`config.mk`:
```
export PLATFORM = sky130hd
export DESIGN_NAME = cal_eep_spi_resp
export DESIGN_NICKNAME = d
export VERILOG_FILES = /design/src/rtl/cal_eep_pkg.sv /design/src/rtl/spi_resp_sync.sv /design/src/rtl/cal_eep_spi_resp.sv
export SDC_FILE = /design/constraint.sdc
export NUM_CORES = 1
export LEC_CHECK = 0
export CAP_MARGIN = 15
export CORE_UTILIZATION = 48
export DETAILED_ROUTE_END_ITERATION = 10
export SLEW_MARGIN = 10
export SYNTH_ARGS = -nofsm -noshare
export SYNTH_HDL_FRONTEND = slang
export SYNTH_SLANG_ARGS = --single-unit
```
`constraint.sdc`:
```
create_clock -name clk -period 4.1 [get_ports clk]
set_input_delay 1.025 -clock clk [delete_from_list [all_inputs] [get_ports clk]]
set_output_delay 1.025 -clock clk [all_outputs]
set_load 0.01 [all_outputs]
```
`src/rtl/cal_eep_pkg.sv`:
```
// Shared definitions for the calibration EEPROM SPI responder.
// Holds the frame width, the frame opcodes and the responder state encoding.
package cal_eep_pkg;

    localparam int unsigned FRAME_W = 16;

    localparam logic [1:0] EEP_OP_RD  = 2'b00;
    localparam logic [1:0] EEP_OP_WRT = 2'b01;

    typedef enum logic [1:0] {
        IDLE   = 2'd0,
        SHIFT  = 2'd1,
        DECODE = 2'd2
    } eep_state_t;

endpackage

```
`src/rtl/spi_resp_sync.sv`:
```
// Brings the SPI pins into the clk domain and derives edge strobes.
// Ports:
//   clk, rst_n             system clock, async active-low reset
//   ss_n, sclk, mosi       raw SPI pins (asynchronous to clk)
//   sclk_rise, sclk_fall   one-clk strobes on synchronized SCLK edges
//   ss_fall, ss_rise       one-clk strobes on synchronized SS_n edges
//   ss_act                 synchronized SS_n is low, after it was once seen high
//   mosi_s                 synchronized MOSI, aligned with the SCLK strobes
module spi_resp_sync (
    input  logic clk,
    input  logic rst_n,
    input  logic ss_n,
    input  logic sclk,
    input  logic mosi,
    output logic sclk_rise,
    output logic sclk_fall,
    output logic ss_fall,
    output logic ss_rise,
    output logic ss_act,
    output logic mosi_s
);

    // [0],[1] synchronizer, [2] edge-detect history
    logic [2:0] ss_sync;
    logic [2:0] sclk_sync;
    logic [1:0] mosi_sync;
    logic       ss_armed;

    // SS_n history resets low so a frame already in progress at reset
    // release never produces a falling edge; SCLK resets to its idle level.
    always_ff @(posedge clk or negedge rst_n) begin
        if (!rst_n) begin
            ss_sync   <= 3'b000;
            sclk_sync <= 3'b111;
            mosi_sync <= 2'b00;
            ss_armed  <= 1'b0;
        end else begin
            ss_sync   <= {ss_sync[1:0], ss_n};
            sclk_sync <= {sclk_sync[1:0], sclk};
            mosi_sync <= {mosi_sync[0], mosi};
            ss_armed  <= ss_armed | ss_sync[1];
        end
    end

    assign sclk_rise = sclk_sync[1] & ~sclk_sync[2];
    assign sclk_fall = ~sclk_sync[1] & sclk_sync[2];
    assign ss_rise   = ss_sync[1] & ~ss_sync[2];
    assign ss_fall   = ~ss_sync[1] & ss_sync[2];
    assign ss_act    = ~ss_sync[1] & ss_armed;
    assign mosi_s    = mosi_sync[1];

endmodule

```
`src/rtl/cal_eep_spi_resp.sv`:
```
// SPI responder standing in for the calibration EEPROM on the command
// processor's EEPROM channel. 16-bit frames: {op[1:0], addr[5:0], data[7:0]}.
// Write commits to a 64x8 store; read data is returned during the next frame.
// Ports:
//   clk, rst_n      system clock, async active-low reset
//   SS_n, SCLK      chip select (active low) and SPI clock (idles high)
//   MOSI, MISO      serial data, MSB first
//   MISO_oe         high while synchronized SS_n is low
//   wrt_done        one-clk pulse when a write is committed
//   rd_done         one-clk pulse when read data is loaded for the next frame
//   dbg_addr/data   address and data of the last completed valid frame
module cal_eep_spi_resp
    import cal_eep_pkg::*;
#(
    parameter int unsigned ADDR_W = 6,
    parameter int unsigned DATA_W = 8
) (
    input  logic              clk,
    input  logic              rst_n,
    input  logic              SS_n,
    input  logic              SCLK,
    input  logic              MOSI,
    output logic              MISO,
    output logic              MISO_oe,
    output logic              wrt_done,
    output logic              rd_done,
    output logic [ADDR_W-1:0] dbg_addr,
    output logic [DATA_W-1:0] dbg_data
);

    localparam int unsigned DEPTH = 1 << ADDR_W;
    localparam int unsigned CNT_W = $clog2(FRAME_W + 1);
    localparam logic [CNT_W-1:0] CNT_FULL = CNT_W'(FRAME_W);

    logic sclk_rise;
    logic sclk_fall;
    logic ss_fall;
    logic ss_rise;
    logic ss_act;
    logic mosi_s;

    eep_state_t         state;
    eep_state_t         state_nxt;
    logic [CNT_W-1:0]   bit_cnt;
    logic [FRAME_W-1:0] rx_shft;
    logic [FRAME_W-1:0] tx_shft;
    logic [DATA_W-1:0]  store [DEPTH];
    logic               fall_pend;
    logic               start_frame;

    logic [1:0]         opcode;
    logic [ADDR_W-1:0]  rx_addr;
    logic [DATA_W-1:0]  rx_data;
    logic               store_we;

    spi_resp_sync u_sync (
        .clk       (clk),
        .rst_n     (rst_n),
        .ss_n      (SS_n),
        .sclk      (SCLK),
        .mosi      (MOSI),
        .sclk_rise (sclk_rise),
        .sclk_fall (sclk_fall),
        .ss_fall   (ss_fall),
        .ss_rise   (ss_rise),
        .ss_act    (ss_act),
        .mosi_s    (mosi_s)
    );

    assign opcode      = rx_shft[FRAME_W-1 -: 2];
    assign rx_addr     = rx_shft[DATA_W +: ADDR_W];
    assign rx_data     = rx_shft[DATA_W-1:0];
    assign store_we    = (state == DECODE) && (opcode == EEP_OP_WRT);
    // A select that lands during DECODE is held one clk so IDLE still sees it
    assign start_frame = ss_fall | fall_pend;
    assign MISO        = tx_shft[FRAME_W-1];

    // State register
    always_ff @(posedge clk or negedge rst_n) begin
        if (!rst_n) begin
            state <= IDLE;
        end else begin
            state <= state_nxt;
        end
    end

    // Next-state logic
    always_comb begin
        state_nxt = state;
        case (state)
            IDLE:    if (start_frame) state_nxt = SHIFT;
            SHIFT:   if (ss_rise) state_nxt = (bit_cnt == CNT_FULL) ? DECODE : IDLE;
            DECODE:  state_nxt = IDLE;
            default: state_nxt = IDLE;
        endcase
    end

    // Frame shifting, decode and status outputs
    always_ff @(posedge clk or negedge rst_n) begin
        if (!rst_n) begin
            bit_cnt   <= '0;
            rx_shft   <= '0;
            tx_shft   <= '0;
            fall_pend <= 1'b0;
            wrt_done  <= 1'b0;
            rd_done   <= 1'b0;
            dbg_addr  <= '0;
            dbg_data  <= '0;
            MISO_oe   <= 1'b0;
        end else begin
            wrt_done  <= 1'b0;
            rd_done   <= 1'b0;
            MISO_oe   <= ss_act;
            fall_pend <= (state == DECODE) && ss_fall;
            case (state)
                IDLE: begin
                    if (start_frame) begin
                        bit_cnt <= '0;
                        rx_shft <= '0;
                    end
                end
                SHIFT: begin
                    // Count saturates: edges past a full frame are ignored
                    if (sclk_rise && (bit_cnt != CNT_FULL)) begin
                        rx_shft <= {rx_shft[FRAME_W-2:0], mosi_s};
                        bit_cnt <= bit_cnt + CNT_W'(1);
                    end
                    // First fall only leaves idle-high; MSB is already on MISO
                    if (sclk_fall && (bit_cnt != '0)) begin
                        tx_shft <= {tx_shft[FRAME_W-2:0], 1'b0};
                    end
                    if (ss_rise && (bit_cnt != CNT_FULL)) begin
                        tx_shft <= '0;
                    end
                end
                DECODE: begin
                    case (opcode)
                        EEP_OP_WRT: begin
                            wrt_done <= 1'b1;
                            dbg_addr <= rx_addr;
                            dbg_data <= rx_data;
                            tx_shft  <= '0;
                        end
                        EEP_OP_RD: begin
                            rd_done  <= 1'b1;
                            dbg_addr <= rx_addr;
                            dbg_data <= store[rx_addr];
                            tx_shft  <= FRAME_W'(store[rx_addr]);
                        end
                        default: begin
                            tx_shft <= '0;
                        end
                    endcase
                end
                default: begin
                    tx_shft <= '0;
                end
            endcase
        end
    end

    // Calibration store, cleared by reset
    always_ff @(posedge clk or negedge rst_n) begin
        if (!rst_n) begin
            for (int unsigned i = 0; i < DEPTH; i++) begin
                store[i] <= '0;
            end
        end else if (store_we) begin
            store[rx_addr] <= rx_data;
        end
    end

endmodule

```
==> Implementation_results.wiki, run 1 <==
{| class="wikitable"
! Metric !! Value
|-
| Result of the run || finished clean
|-
| Maximum number of pins on one net before global-route repair || 100
|-
| Data required time of the critical path || 4.58 ns
|-
| Met1 track demand over resource in global routing || 0.385
|-
| Global routing usage on met3 || 0.0464
|-
| Actual slew at the worst max-slew pin || 1.14 ns
|-
| Total Negative Setup Slacks || 0 ns
|-
| Number of antenna violations at the first check in global routing || 2
|-
| Power density cells || 408 nW/um^2
|-
| Count of different cell masters after synthesis || 64
|-
| Via density per instance || 6.06
|-
| Min-delay worst type || register to register
|-
| Number of max-cap violations || 0
|-
| Number of filler cells placed in the layout || 4590
|-
| Share of the yosys chip area belonging to registers || 0.539
|-
| Most used flip-flop cell after synthesis || dfrtp_1
|-
| DRT Pass-1 Iters || 5
|-
| Critical path fanouts, max || 22
|-
| Count of synthesis-stage warnings from yosys || 0
|-
| CTS Root Cell || clkbuf_16
|-
| Tot GR Track Use || 0.264
|-
| Site Rows || 86
|-
| Flip-flop and latch count after synthesis || 578
|-
| Post-DP HPWL || 47.5 mm
|-
| Initial core utilization || 0.486
|-
| Number of enable-type register cells in the synthesized netlist || 0
|-
| Global routing met2 resource utilization || 0.401
|-
| Worst setup EP type || register
|-
| Pins Over Slew Limit || 0
|-
| Worst-case clock buffer depth || 3
|-
| CTS tree || yes
|-
| DRC violation count after routing || 0
|-
| Quantity of gates resized following cts || 0
|-
| Placeable core region || 55200 um^2
|-
| Type of element launching the critical path || register
|-
| Gate Count Post-Synth || 2056
|-
| I/O Pins || 23
|-
| Synthesized Nets || 2066
|-
| Unrepaired setup endpoints after global routing || false
|-
| Share of flip-flops with an asynchronous set or reset || 1.00
|-
| Last weighted congestion value of the routability-driven placer || 0.877
|-
| Most Used Layer, Global Route || met2
|-
| Wire length of the first global-routing pass || 112 mm
|-
| Number of buffers added on ports || 22
|-
| Final worst path period need || 3.35 ns
|-
| CTS H-Tree Depth || 3
|-
| Overall power of the completed layout || 0.0123 W
|-
| Worst-case vdd ir drop || 322 uV
|-
| Number of nets with antenna violations after detailed routing || 0
|-
| Count of antenna diodes in the layout || 0
|-
| Mapped Avg Cell Area || 13.0 um^2
|-
| Post-CTS setup buffer count || 0
|-
| Post-CTS clock slew at the launch and capture registers of the worst setup and hold paths || 0.06 ns
|-
| CTS Hold Bufs || 0
|-
| Layout-stage area growth over the synthesis result || 11.8%
|-
| Final nets || 2057
|-
| Worst Skew || 0.0273 ns
|-
| Total congestion overflow || 0
|-
| Final worst-path cycle share || 0.818
|-
| Die span in x || 238 um
|-
| Area of the die || 56800 um^2
|-
| Average wire length per cell after detail routing || 25.6 um
|-
| Total number of clock tree sinks || 578
|-
| Highest clock frequency the design can meet || 298 MHz
|-
| Total vias in the final route || 17.2k
|-
| Vertical die dimension || 238 um
|-
| Number of global-route vias before repair || 17.4k
|-
| Rel. slew slack || 0.242
|-
| Routed wire length || 72.7 mm
|-
| Worst Path Class, Setup || register to register
|-
| Final hold violation count || 0
|-
| Initial DRC Count || 1435
|-
| Layout cells sized above 1 || 0.362
|-
| Cell Area, Synth || 26800 um^2
|-
| Leakage power figure || 13.7 nW
|-
| Arrival time worst endpoint || 3.83 ns
|-
| Number of buffers inserted during clock tree synthesis || 66
|-
| Finish-stage setup viols || 0
|-
| Clk_lat worst skew || 0.62 ns
|}
[metal layers]
metal  share of wire  up-vias
li1                -     7519
met1            0.46     9102
met4           0.027        0
met2            0.46      502
met3           0.056      107
met5               0        -
[sequential cells by signal, indices dropped and copies added (netlist names), 3 cells and up]
register	cells
u_sync.sclk_sync	3
u_sync.ss_sync	3
dbg_addr	6
store	512
dbg_data	8
bit_cnt	5
rx_shft	16
tx_shft	16
[synth_stat cells (33+ instances only)]
cell type / number / area (um^2)
clkbuf_1: 87 / 327
dfrtp_1: 575 / 14400
o22ai_1: 60 / 375
mux2i_1: 138 / 1380
a221oi_1: 46 / 403
buf_2: 48 / 240
nand2_1: 133 / 499
mux2_1: 33 / 372
nor2_4: 37 / 417
nand2_2: 33 / 206
o21ai_0: 57 / 285
mux2_2: 484 / 5450
[where the power goes]
group | total [W] | internal (W) | leakage, nW | switching [W]
Combinational | 0.000615 | 0.000135 | 4.61 | 0.000479
Clock | 0.00576 | 0.00339 | 1.04 | 0.00237
Sequential | 0.00588 | 0.00574 | 8.03 | 0.000143
Total | 0.0123 | 0.00926 | 13.7 | 0.00299
[per-stage QoR]
step                      std cells  cell area [um^2]  hold slack, ns  setup WS, ns  utilization
after floorplan                2056             26800           0.331          2.01            -
after global placement         2725             27900           0.337         0.743        0.505
after detailed placement       2725             27900           0.341         0.748        0.505
after CTS                      2842             30000           0.355         0.739        0.543
after global routing           2844             30000           0.368         0.639        0.544
final                          2844             30000           0.353         0.748        0.544
[area by class of cell]
cell class | count | area (um^2) | area share
clock inverters | 20 | 196 | 0.00655
clock buffers | 97 | 1920 | 0.0640
inverters | 21 | 78.8 | 0.00263
flip-flops and latches | 578 | 14500 | 0.483
well taps | 748 | 936 | 0.0312
multi-input cells | 1297 | 11500 | 0.385
repair buffers | 83 | 846 | 0.0282
[worst max-delay path, cell delays in order, from the launching register on]
cell	delay, ns
dfrtp_1	0.64
buf_4	0.35
nand2b_1	0.81
o22ai_1	0.21
o31ai_1	0.45
nand4_1	0.25
and4bb_1	0.37
o221ai_1	0.13
[cell families (layout without fill, tap and decap cells)]
logic type,after synthesis,count (layout),synth area share
mux,663,663,0.275
flops,578,578,0.539
simple gates,335,335,0.0745
compound gates,294,294,0.0773
buf+inv,181,221,0.0313
fa+ha+maj,5,5,0.00233
[placed cells by master (no fill, tap or decap), types with 5 or more instances in the layout]
cell type        netlist  routed
a21oi_1               25      25
a221o_1               17      17
a221oi_1              46      46
a22oi_1               12      12
and3_1                12      12
and4bb_1               6       6
buf_12                 0      13
buf_4                  9      48
clkbuf_1              87      17
clkbuf_16              0      67
clkbuf_8               0      13
clkdlybuf4s50_1        0      21
clkinv_2               0       9
dfrtp_1              575     565
dfrtp_2                0       8
ha_1                   5       5
inv_1                 20      20
mux2_1                33      33
mux2_2               484     484
mux2i_1              138     138
mux4_2                 8       8
nand2_1              133     133
nand2_2               33      33
nand2b_1              19      19
nand3_1               11      11
nand4_1                6       6
nor2_1                23      23
nor2_4                37      37
nor2b_1                7       5
nor3b_1               18      17
o21ai_0               57      57
o21ai_1                8       8
o221ai_1               7       7
o22a_1                 9       9
o22ai_1               60      60
o2bb2ai_1              7       6
o31ai_1               14      14
o32ai_1               12      12
o41ai_1                6       6
[path summary, 6_finish.rpt]
| kind | cells past startpoint | from | to | slack (ns) |
|---|---|---|---|---|
| setup / recovery | 7 | rx_shft[8] | tx_shft[3] | 0.75 |
| hold / removal | 0 | u_sync.mosi_sync[0] | u_sync.mosi_sync[1] | 0.35 |
| setup reg to reg | 7 | rx_shft[8] | tx_shft[3] | 0.75 |
| hold reg to reg | 0 | u_sync.mosi_sync[0] | u_sync.mosi_sync[1] | 0.35 |
| max in group asynchronous | 3 | rst_n | store[131] | 2.63 |
| min in group asynchronous | 1 | rst_n | u_sync.ss_sync[0] | 0.38 |
No activity file was read; power rests on OpenSTA's default activity.
==> run 2, diff against run 1 <==
clock period = 3.1 ns   (was 4.1 ns; I/O delays follow)
==> Implementation_results.wiki, run 2 (synthesis gave the netlist of run 1 again) <==
{| class="wikitable"
! Metric !! Value
|-
| Final worst path period need || 2.98 ns
|-
| Layout cells sized above 1 || 0.370
|-
| Number of filler cells placed in the layout || 4609
|-
| Relative contribution of sequential cells to total power || 0.485
|-
| Worst-case clock buffer depth || 3
|-
| Average wire length per cell after detail routing || 24.3 um
|-
| Highest clock frequency the design can meet || 336 MHz
|-
| Worst slack at placement || 0.196 ns
|-
| Total number of clock tree sinks || 578
|-
| Arrival time worst endpoint || 3.47 ns
|-
| Vertical die dimension || 238 um
|-
| Net switching share of the total power || 0.239
|-
| Site Rows || 86
|-
| Area of the die || 56800 um^2
|-
| Worst-case vdd ir drop || 443 uV
|-
| Critical path fanouts, max || 11
|-
| Total congestion overflow || 0
|-
| Number of buffers added on ports || 22
|-
| Min-delay worst type || input port to async pin
|-
| Type of element launching the critical path || register
|-
| Last weighted congestion value of the routability-driven placer || 0.820
|-
| Internal cell power || 0.0123 W
|-
| Worst Path Class, Setup || register to register
|-
| Worst Skew || 0.0244 ns
|-
| Fin worst setup slack || 0.119 ns
|-
| Post-DP HPWL || 46.0 mm
|-
| Placed Area || 28200 um^2
|-
| Layout-stage area growth over the synthesis result || 12.9%
|-
| Final worst-path cycle share || 0.961
|-
| Number of buffers inserted during clock tree synthesis || 61
|-
| CTS Root Cell || clkbuf_16
|-
| CTS Hold Bufs || 0
|-
| Tot GR Track Use || 0.253
|-
| Data required time of the critical path || 3.59 ns
|-
| Post-CTS clock slew at the launch and capture registers of the worst setup and hold paths || 0.06 ns
|-
| Share of total power in combinational logic || 0.049
|-
| Clock network fraction of total power || 0.466
|-
| Rel. slew slack || 0.322
|-
| Clk_lat worst skew || 0.63 ns
|-
| DRC violation count after routing || 0
|-
| DRT Pass-1 Iters || 5
|-
| Leakage power figure || 13.8 nW
|-
| Maximum number of pins on one net before global-route repair || 87
|-
| Finish-stage setup viols || 0
|-
| Via density per instance || 5.94
|-
| Final hold violation count || 0
|-
| Pins Over Slew Limit || 0
|-
| Number of antenna violations at the first check in global routing || 0
|-
| Count of antenna diodes in the layout || 0
|-
| P_sw || 0.00385 W
|-
| Final nets || 2080
|-
| Quantity of gates resized following cts || 0
|-
| Reg with most FFs || store
|-
| Result of the run || finished clean
|-
| Unrepaired setup endpoints after global routing || false
|-
| Post-CTS setup buffer count || 0
|-
| Initial DRC Count || 1253
|-
| Flip-flop count of the largest register, all copies and words added || 512
|-
| Routed wire length || 69.7 mm
|-
| Post-Layout Inst Area || 30300 um^2
|-
| Number of max-cap violations || 0
|-
| Total Negative Setup Slacks || 0 ns
|-
| Power density cells || 532 nW/um^2
|-
| Initial core utilization || 0.486
|-
| Actual slew at the worst max-slew pin || 1.01 ns
|-
| Wire length of the first global-routing pass || 110 mm
|-
| Commonest non-fill, non-tap cells in the layout || dfrtp_1 (565), mux2_2 (484), mux2i_1 (138)
|-
| Placeable core region || 55200 um^2
|-
| Number of global-route vias before repair || 17.7k
|-
| I/O Pins || 23
|-
| CTS H-Tree Depth || 2
|-
| Total vias in the final route || 17.0k
|-
| Filler-free cell count of the finished design || 2866
|-
| Most common cell after layout, fill and taps aside || dfrtp_1
|-
| Number of nets with antenna violations after detailed routing || 0
|-
| Dpl cells || 2755
|-
| Worst setup EP type || register
|-
| Regs by FF count || store (512), rx_shft (16), tx_shft (16)
|-
| CTS tree || yes
|-
| Die span in x || 238 um
|}
## run 2: power groups by stage
stage               logic (W)  clock network (W)  registers, W
floorplan            0.000470                  0       0.00776
global placement     0.000791                  0       0.00795
detailed placement   0.000804                  0       0.00795
CTS                  0.000808            0.00768       0.00782
global route         0.000886            0.00797       0.00783
finish               0.000790            0.00750       0.00782
## run 2: worst max-delay path: stages (launching register included)
cell,delay (ns)
dfrtp_1,0.49
or2b_1,0.53
nor3b_1,0.12
o41ai_1,0.66
buf_4,0.23
nand4_1,0.24
and4bb_1,0.41
o221ai_1,0.15
## run 2: final cells by class
cell class | instances | area (um^2) | area share
clock buffers | 92 | 1800 | 0.0595
clock inverters | 19 | 258 | 0.00851
inverters | 21 | 78.8 | 0.00260
multi-input cells | 1297 | 11500 | 0.381
flip-flops and latches | 578 | 14500 | 0.478
well taps | 748 | 936 | 0.0309
repair buffers | 111 | 1190 | 0.0394
## run 2: final timing paths
kind	startpoint	endpoint	cells past startpoint	slack [ns]
worst max register to register	rx_shft[8]	tx_shft[6]	7	0.12
min in group clk	u_sync.mosi_sync[0]	u_sync.mosi_sync[1]	0	0.35
worst min-delay path	rst_n	MISO_oe	1	0.07
worst max-delay path	rx_shft[8]	tx_shft[6]	7	0.12
worst min register to register	u_sync.mosi_sync[0]	u_sync.mosi_sync[1]	0	0.35
max in group asynchronous	rst_n	store[473]	3	2.00
## run 2: per-stage QoR
stage | power (W) | util | hold WS (ns)
6_report | 0.0161 | 0.549 | 0.0721
5_1_grt | 0.0167 | 0.549 | 0.0863
4_1_cts | 0.0163 | 0.549 | 0.0569
3_5_place_dp | 0.00876 | 0.512 | 0.342
3_3_place_gp | 0.00875 | 0.512 | 0.336
2_1_floorplan | 0.00823 | - | 0.331
## run 2: routing by layer
layer,vias up,GRT usage,wire length (um)
met1,9064,0.365,32700
met4,0,0.0639,1360
met3,99,0.0371,2830
met5,-,0,0
li1,7538,-,-
met2,334,0.400,32800
==> run 3, diff against run 2 <==
CTS_CLUSTER_SIZE = 25   (was not set)
==> results of run 3 <==
No change in the layout: final DEF, timing and power equal those of run 2.
